==> src/rtl/ifetch_ctrl.sv <==
// Fetch sequencer: owns the fetch PC and pushes {pc, word} into a 2-entry skid buffer toward decode.
// A word addressed in cycle N reaches the head in N+1; fetch stalls while the buffer is full and not being popped.
module ifetch_ctrl #(
  parameter logic [31:0] RESET_PC   = 32'h0000_0000,
  parameter int unsigned IMEM_BYTES = 80
) (
  input  logic        clk,
  input  logic        rst,
  output logic [31:0] imem_addr,
  input  logic [31:0] imem_data,
  input  logic        halt,
  input  logic        redirect_valid,
  input  logic [31:0] redirect_pc,
  output logic        ins_valid,
  output logic [31:0] ins_out,
  output logic [31:0] ins_pc,
  input  logic        ins_ready,
  output logic        fault,
  output logic [31:0] fault_pc
);

  typedef enum logic {RUN, FAULT} state_t;

  state_t      state, state_nxt;
  logic [31:0] fetch_pc, fetch_pc_nxt;
  logic [1:0]  count;
  logic [31:0] b0_dat, b0_pc, b1_dat, b1_pc;
  logic        legal, push, pop, fault_set;

  assign imem_addr = fetch_pc;
  assign ins_valid = (count != 2'd0);
  assign ins_out   = b0_dat;
  assign ins_pc    = b0_pc;
  assign fault     = (state == FAULT);

  // Range check is done in 33 bits so a PC near the top of the address space cannot wrap into range.
  always_comb begin
    legal        = (fetch_pc[1:0] == 2'b00) &&
                   (({1'b0, fetch_pc} + 33'd4) <= 33'(IMEM_BYTES));
    pop          = ins_valid && ins_ready;
    push         = 1'b0;
    fault_set    = 1'b0;
    state_nxt    = state;
    fetch_pc_nxt = fetch_pc;
    if (redirect_valid) begin
      state_nxt    = RUN;
      fetch_pc_nxt = redirect_pc;
    end else if (state == RUN && !halt) begin
      if (!legal) begin
        state_nxt = FAULT;
        fault_set = 1'b1;
      end else if (count != 2'd2 || pop) begin
        push         = 1'b1;
        fetch_pc_nxt = fetch_pc + 32'd4;
      end
    end
  end

  always_ff @(posedge clk) begin
    if (rst) begin
      state    <= RUN;
      fetch_pc <= RESET_PC;
      fault_pc <= 32'h0;
      count    <= 2'd0;
      b0_dat   <= 32'h0;
      b0_pc    <= 32'h0;
      b1_dat   <= 32'h0;
      b1_pc    <= 32'h0;
    end else begin
      state    <= state_nxt;
      fetch_pc <= fetch_pc_nxt;
      if (redirect_valid) begin
        fault_pc <= 32'h0;
      end else if (fault_set) begin
        fault_pc <= fetch_pc;
      end
      // A redirect flushes everything, including a pop presented in the same cycle.
      if (redirect_valid) begin
        count <= 2'd0;
      end else begin
        case ({push, pop})
          2'b10: begin
            if (count == 2'd0) begin
              b0_dat <= imem_data;
              b0_pc  <= fetch_pc;
            end else begin
              b1_dat <= imem_data;
              b1_pc  <= fetch_pc;
            end
            count <= count + 2'd1;
          end
          2'b01: begin
            b0_dat <= b1_dat;
            b0_pc  <= b1_pc;
            count  <= count - 2'd1;
          end
          2'b11: begin
            if (count == 2'd1) begin
              b0_dat <= imem_data;
              b0_pc  <= fetch_pc;
            end else begin
              b0_dat <= b1_dat;
              b0_pc  <= b1_pc;
              b1_dat <= imem_data;
              b1_pc  <= fetch_pc;
            end
          end
          default: ;
        endcase
      end
    end
  end

  no_overflow: assert property (@(posedge clk) disable iff (rst)
    !(push && (count == 2'd2) && !pop));

endmodule

==> config.mk <==
export PLATFORM = sky130hd
export DESIGN_NAME = ifetch_ctrl
export DESIGN_NICKNAME = d
export VERILOG_FILES = /design/src/rtl/ifetch_ctrl.sv
export SDC_FILE = /design/constraint.sdc
export NUM_CORES = 1
export LEC_CHECK = 0
export ABC_AREA = 0
export CAP_MARGIN = 10
export CORE_UTILIZATION = 45
export DETAILED_ROUTE_END_ITERATION = 16
export PLACE_DENSITY = 0.78
export SLEW_MARGIN = 40
export SYNTH_ARGS = -nofsm -noshare
export SYNTH_HDL_FRONTEND = slang
export SYNTH_SLANG_ARGS = --single-unit
==> constraint.sdc <==
create_clock -name clk -period 3.9 [get_ports clk]
set_input_delay 0.39 -clock clk [delete_from_list [all_inputs] [get_ports clk]]
set_output_delay 0.39 -clock clk [all_outputs]
set_load 0.05 [all_outputs]
==> run_results.csv, run 1 <==
group,metric,value,unit
run_status,status,"complete, no violations",
sta,slew_viol_final,0,
detailed_routing,drt-vias-per-instance,5.50,
final_layout,area_growth,37.7,%
die,initial_core_util,46.1,%
clocking,cts_tree,"done",
clocking,clk_pin_slew,0.07,ns
synth,synthCells,998,
die,fp.dieW,138,um
worst_setup_path,slowest_delay,0.40,ns
synth,syn_nets,1076,
synth,synthDistinctLibCells,60,
final_layout,mostFrequentLayoutCell,"clkdlybuf4s50_1",
die,num_rows,49,
sta,worst_slack,0.229,ns
final_layout,post_route_cells_drive_above_1_share,10.6,%
global_route,first_global_vias,7057,
power_and_ir_drop,leakage,0.00391,uW
global_route,grt_usage,24.5,%
worst_setup_path,cp_slowest_cell,"nor4_4",
sta,holdWs,0.395,ns
synth,ys_ff_latch,195,
final_layout,fin_nets,1259,
sta,rsz0062_at_grt,"no",
worst_setup_path,arrival,4.01,ns
placed_design,globalplace.congestion,0.862,
final_layout,antenna-diode-count,0,
worst_setup_path,endpoint_kind,"register",
final_layout,final_cell_mix,"196 x clkdlybuf4s50_1, 186 x dfxtp_1, 172 x nand2_1",
worst_setup_path,crit_chain,"ha_1, and4_4, and3_1, o211ai_1, a32o_1, nor4_4, nand4_4, or3_1, inv_1, ha_1, a21oi_1, nor2_4, buf_12, a22oi_1, a211oi_1",
placed_design,dp_hpwl,15.5,mm
global_route,grt_pass1_wl,36.3,mm
clocking,cts.sinks,195,
detailed_routing,wl_per_cell,17.0,um
sta,hold_viol_final,0,
synth,ys_seq_area_share,46.9,%
worst_setup_path,worstSetupPathType,"register to register",
worst_setup_path,required,4.23,ns
die,die_h,138,um
worst_setup_path,worst-path-max-fanout,32,
global_route,antenna_found_initial,0,
detailed_routing,ant_nets,0,
power_and_ir_drop,vdd_drop_max,0.330,mV
global_route,grt_overflow,0,
clocking,htree_levels,4,
detailed_routing,wirelength,24.2,mm
clocking,clk_root_buffer_cell,"clkbuf_16",
die,dieArea,19000,um^2
worst_hold_path,holdCritPathClass,"input pin to register",
clocking,holdBufCountCts,0,
worst_setup_path,crit_path_frequent_cell,"ha_1",
sta,relSlewSlack,50.4,%
synth,synth_ff_type,"dfxtp_1",
clocking,insertion_delay,0.43,ns
placed_design,dp_slack,0.0855,ns
die,fp.coreArea,18000,um^2
synth,synth_area,8320,um^2
sta,fmax,272,MHz
die,io_pins,199,
synth,synth-async-reset-ratio,0,%
synth,synth_edf_count,0,
global_route,grt_max_degree,71,
sta,fin_crit_sh,94.1,%
clocking,cts_buffer_depth,2,
placed_design,port_buffers,198,
detailed_routing,dr.pass1.iters,5,
run,max_cap_viol_count,0,
detailed_routing,drt_iter0_markers,563,
sta,tightest_slew,0.744,ns
clocking,cts_buffers,17,
sta,fin_crit,3.67,ns
detailed_routing,route.detailed.drc,0,
synth,syn_area_per_cell,8.33,um^2
worst_setup_path,start_kind,"register",
sta,finClkSkew,0.0114,ns
synth,yosysWarnings,0,
detailed_routing,vias,7813,
power_and_ir_drop,p_per_area,370,nW/um^2
sta,setup_violations,0,
==> flip-flops by register name, indices dropped and copies added (netlist names) <==
name / count
imem_addr: 32
count: 2
ins_out: 32
fault: 1
ins_pc: 32
fault_pc: 32
b1_dat: 32
b1_pc: 32
==> through the flow <==
step / TNS (ns) / instances / total power [uW] / cell area, um^2 / utilization, %
2_1_floorplan: -1.67 / 998 / 2390 / 8330 / -
3_3_place_gp: 0 / 1378 / 2590 / 10700 / 59.2
3_5_place_dp: 0 / 1378 / 2600 / 10700 / 59.2
4_1_cts: 0 / 1408 / 4250 / 11200 / 62.3
5_1_grt: 0 / 1421 / 4370 / 11500 / 63.5
6_report: 0 / 1421 / 4240 / 11500 / 63.5
==> cells by family (layout without fill, tap and decap cells) <==
logic type	Yosys count	count (layout)	share of synthesized area, %
simple gates	373	373	20.0
xor+xnor	8	8	0.842
compound gates	275	275	21.9
mux	29	29	3.52
buf+inv	109	303	5.45
fa+ha+maj	9	9	1.35
flops	195	195	46.9
==> path summary, 6_finish.rpt <==
| kind | from | end | depth (start not counted) | slack (ns) |
|---|---|---|---|---|
| min reg2reg | fault_pc[22] | fault_pc[22] | 2 | 0.45 |
| max reg2reg | imem_addr[2] | ins_out[24] | 15 | 0.23 |
| max | imem_addr[2] | ins_out[24] | 15 | 0.23 |
| min | rst | imem_addr[0] | 2 | 0.39 |
==> what timing repair did <==
action	CTS	global route
resized for setup	0	16
endpoints found under the setup margin	0	128
setup buffers	0	7
==> area by class of cell <==
cell class,instances,area (um^2)
flip-flops and latches,195,3920
fillers,1524,6570
clock buffers,20,447
multi-input cells,694,4040
well taps,229,287
repair buffers,259,2600
clock inverters,10,106
inverters,14,52.6
==> layer usage <==
layer	global-route usage (%)	up-vias	share of wire (%)
met3	5.37	54	5.7
met1	32.1	3627	44
met2	38.2	243	47
met5	0	-	0
li1	-	3889	-
met4	11.7	0	3.3
==> power breakdown <==
group	internal, uW	switching, uW	leakage (uW)	total [uW]
clock	899	776	0.000265	1680
combinational	209	297	0.00207	506
sequential	2020	36.5	0.00158	2060
total	3130	1110	0.00391	4240
==> critical path, delay by kind of cell, from the launching register on <==
family,cells,cell delay [ns]
simple gates,6,1.52
compound gates,5,0.93
fa+ha+maj,2,0.39
flops,1,0.38
buf+inv,2,0.33
==> Yosys cell counts, types with 3 or more instances <==
master | count | share of area (%)
a21oi_1 | 71 | 4.3
o21ai_0 | 39 | 2.3
nor3_1 | 8 | 0.48
xnor2_1 | 7 | 0.74
buf_2 | 15 | 0.90
nor2_1 | 107 | 4.8
and4_1 | 4 | 0.42
clkbuf_1 | 62 | 2.8
o211ai_1 | 3 | 0.27
nor4_1 | 5 | 0.38
a22oi_1 | 64 | 5.8
inv_1 | 14 | 0.63
nand3_1 | 39 | 2.3
a211oi_1 | 69 | 6.2
nand4_1 | 8 | 0.60
o21ai_1 | 4 | 0.24
mux2i_1 | 27 | 3.2
or3_1 | 6 | 0.45
nand2_1 | 173 | 7.8
ha_1 | 9 | 1.4
and3_1 | 4 | 0.30
dfxtp_1 | 195 | 47
buf_1 | 10 | 0.45
o31a_1 | 4 | 0.42
and2_1 | 3 | 0.23
buf_4 | 6 | 0.54
No activity file was read; power rests on OpenSTA's default activity.
==> inputs of run 2 (changes only) <==
--- a/config.mk
+++ b/config.mk
@@ -9,6 +9,7 @@
 export CAP_MARGIN = 10
 export CORE_UTILIZATION = 45
 export DETAILED_ROUTE_END_ITERATION = 16
+export GPL_TIMING_DRIVEN = 0
 export PLACE_DENSITY = 0.78
 export SLEW_MARGIN = 40
 export SYNTH_ARGS = -nofsm -noshare
==> run_results.csv, run 2 (same netlist as run 1, synthesis figures left out) <==
group,metric,value,unit
run_status,status,"complete, no violations",
final_layout,mostFrequentLayoutCell,"clkdlybuf4s50_1",
worst_setup_path,startpoint,"imem_addr[2]",
worst_setup_path,r2r-start,"imem_addr[2]",
sta,hold_viol_final,0,
worst_setup_path,endpoint_kind,"register",
sta,tns,0,ns
sta,setup_violations,0,
die,fp.dieW,138,um
power_and_ir_drop,p_per_area,375,nW/um^2
detailed_routing,ant_nets,0,
clocking,insertion_delay,0.44,ns
worst_setup_path,required,4.26,ns
clocking,htree_levels,4,
placed_design,dp_hpwl,18.0,mm
placed_design,globalplace.congestion,0.863,
detailed_routing,drt_iter0_markers,723,
sta,relSlewSlack,43.6,%
worst_setup_path,cp_slowest_cell,"or3_4",
sta,fmax,263,MHz
worst_hold_path,holdCritPathClass,"register to register",
placed_design,dp_cells,1424,
sta,tightest_slew,0.847,ns
worst_setup_path,path_buf_inv,5,
die,fp.coreArea,18000,um^2
global_route,first_global_vias,7415,
power_and_ir_drop,p_total,4370,uW
die,initial_core_util,46.1,%
die,dieArea,19000,um^2
detailed_routing,wirelength,25.9,mm
worst_setup_path,worst-path-max-fanout,10,
worst_setup_path,cp_top_family,"simple AND/OR/NAND/NOR gates",
clocking,cts_buffer_depth,2,
clocking,cts_tree,"done",
clocking,cts_buffers,17,
sta,fin_crit_sh,97.5,%
global_route,grt_usage,27.0,%
detailed_routing,vias,8235,
detailed_routing,wl_per_cell,17.7,um
final_layout,final_cell_mix,"196 x clkdlybuf4s50_1, 186 x dfxtp_1, 171 x nand2_1",
worst_setup_path,worstSetupPathType,"register to register",
global_route,grt_max_degree,17,
final_layout,antenna-diode-count,0,
worst_setup_path,crit_chain,"ha_1, buf_4, and4_4, buf_6, and3_1, o211ai_1, a32o_2, nor4_4, nand4_4, or3_4, inv_2, ha_4, nand2_2, o211ai_1, buf_4, clkbuf_8, nand2_1, a21oi_1",
die,num_rows,49,
die,die_h,138,um
global_route,grt_pass1_wl,39.2,mm
placed_design,placed_cell_area,10600,um^2
worst_setup_path,start_kind,"register",
sta,fin_crit,3.80,ns
final_layout,fin_cells,1467,
final_layout,area_growth,40.0,%
worst_hold_path,worstHoldStart,"b1_dat[19]",
sta,finClkSkew,0.00792,ns
final_layout,post-route-util,64.6,%
power_and_ir_drop,leakage,0.00400,uW
global_route,grt_overflow,0,
power_and_ir_drop,vdd_drop_max,0.314,mV
clocking,clk_root_buffer_cell,"clkbuf_16",
die,io_pins,199,
sta,slew_viol_final,0,
global_route,antenna_found_initial,0,
clocking,cts.sinks,195,
detailed_routing,drt-vias-per-instance,5.61,
detailed_routing,route.detailed.drc,0,
final_layout,post_route_cells_drive_above_1_share,12.5,%
placed_design,port_buffers,196,
final_layout,fin_nets,1304,
worst_setup_path,slowest_delay,0.38,ns
final_layout,design_area,11600,um^2
run,max_cap_viol_count,0,
worst_setup_path,arrival,4.16,ns
clocking,clk_pin_slew,0.07,ns
detailed_routing,dr.pass1.iters,5,
run 2: final cells by class:
type | instances | area (um^2)
Inverter | 14 | 52.6
Clock inverter | 10 | 124
Tap cell | 229 | 287
Timing Repair Buffer | 209 | 2080
Clock buffer | 21 | 470
Buffer | 93 | 554
Fill cell | 1558 | 6380
Sequential cell | 195 | 3920
Multi-Input combinational cell | 696 | 4160
run 2: worst min-delay path: cells and delay by family (launching register included):
| family | cells | cell delay, ns |
|---|---|---|
| AOI/OAI and AO/OA | 1 | 0.05 |
| and+or+nand+nor | 1 | 0.05 |
| DFF | 1 | 0.31 |
run 2: final timing paths:
path	slack, ns	cells after the start	to
max	0.1	18	b1_pc[17]
min	0.45	2	b1_dat[19]
max reg2reg	0.1	18	b1_pc[17]
min reg2reg	0.45	2	b1_dat[19]
run 2: stage by stage:
step / hold slack [ns] / setup slack (ns)
after detailed placement: 0.445 / -0.737
after global routing: 0.469 / -0.101
after CTS: 0.455 / 0.00136
after global placement: 0.437 / -0.657
final: 0.453 / 0.0959
after floorplan: 0.436 / -0.0334
run 2: what timing repair did:
action	4_1_cts	5_1_grt
resized for setup	62	88
pin swaps	6	9
gates cloned	1	2
hold buffers	0	0
endpoints found under the setup margin	128	128
setup buffers	3	8
run 2: power breakdown:
part	internal (uW)	switching (uW)
Sequential	2020	46.7
Clock	1000	797
Combinational	199	302
Total	3220	1150
run 2: layer usage:
layer / up-vias / wire, um / track usage (%)
met5: - / 0 / 0
met3: 42 / 1410 / 3.80
met2: 323 / 12600 / 44.6
li1: 3987 / - / -
met4: 0 / 593 / 9.78
met1: 3883 / 11300 / 35.7
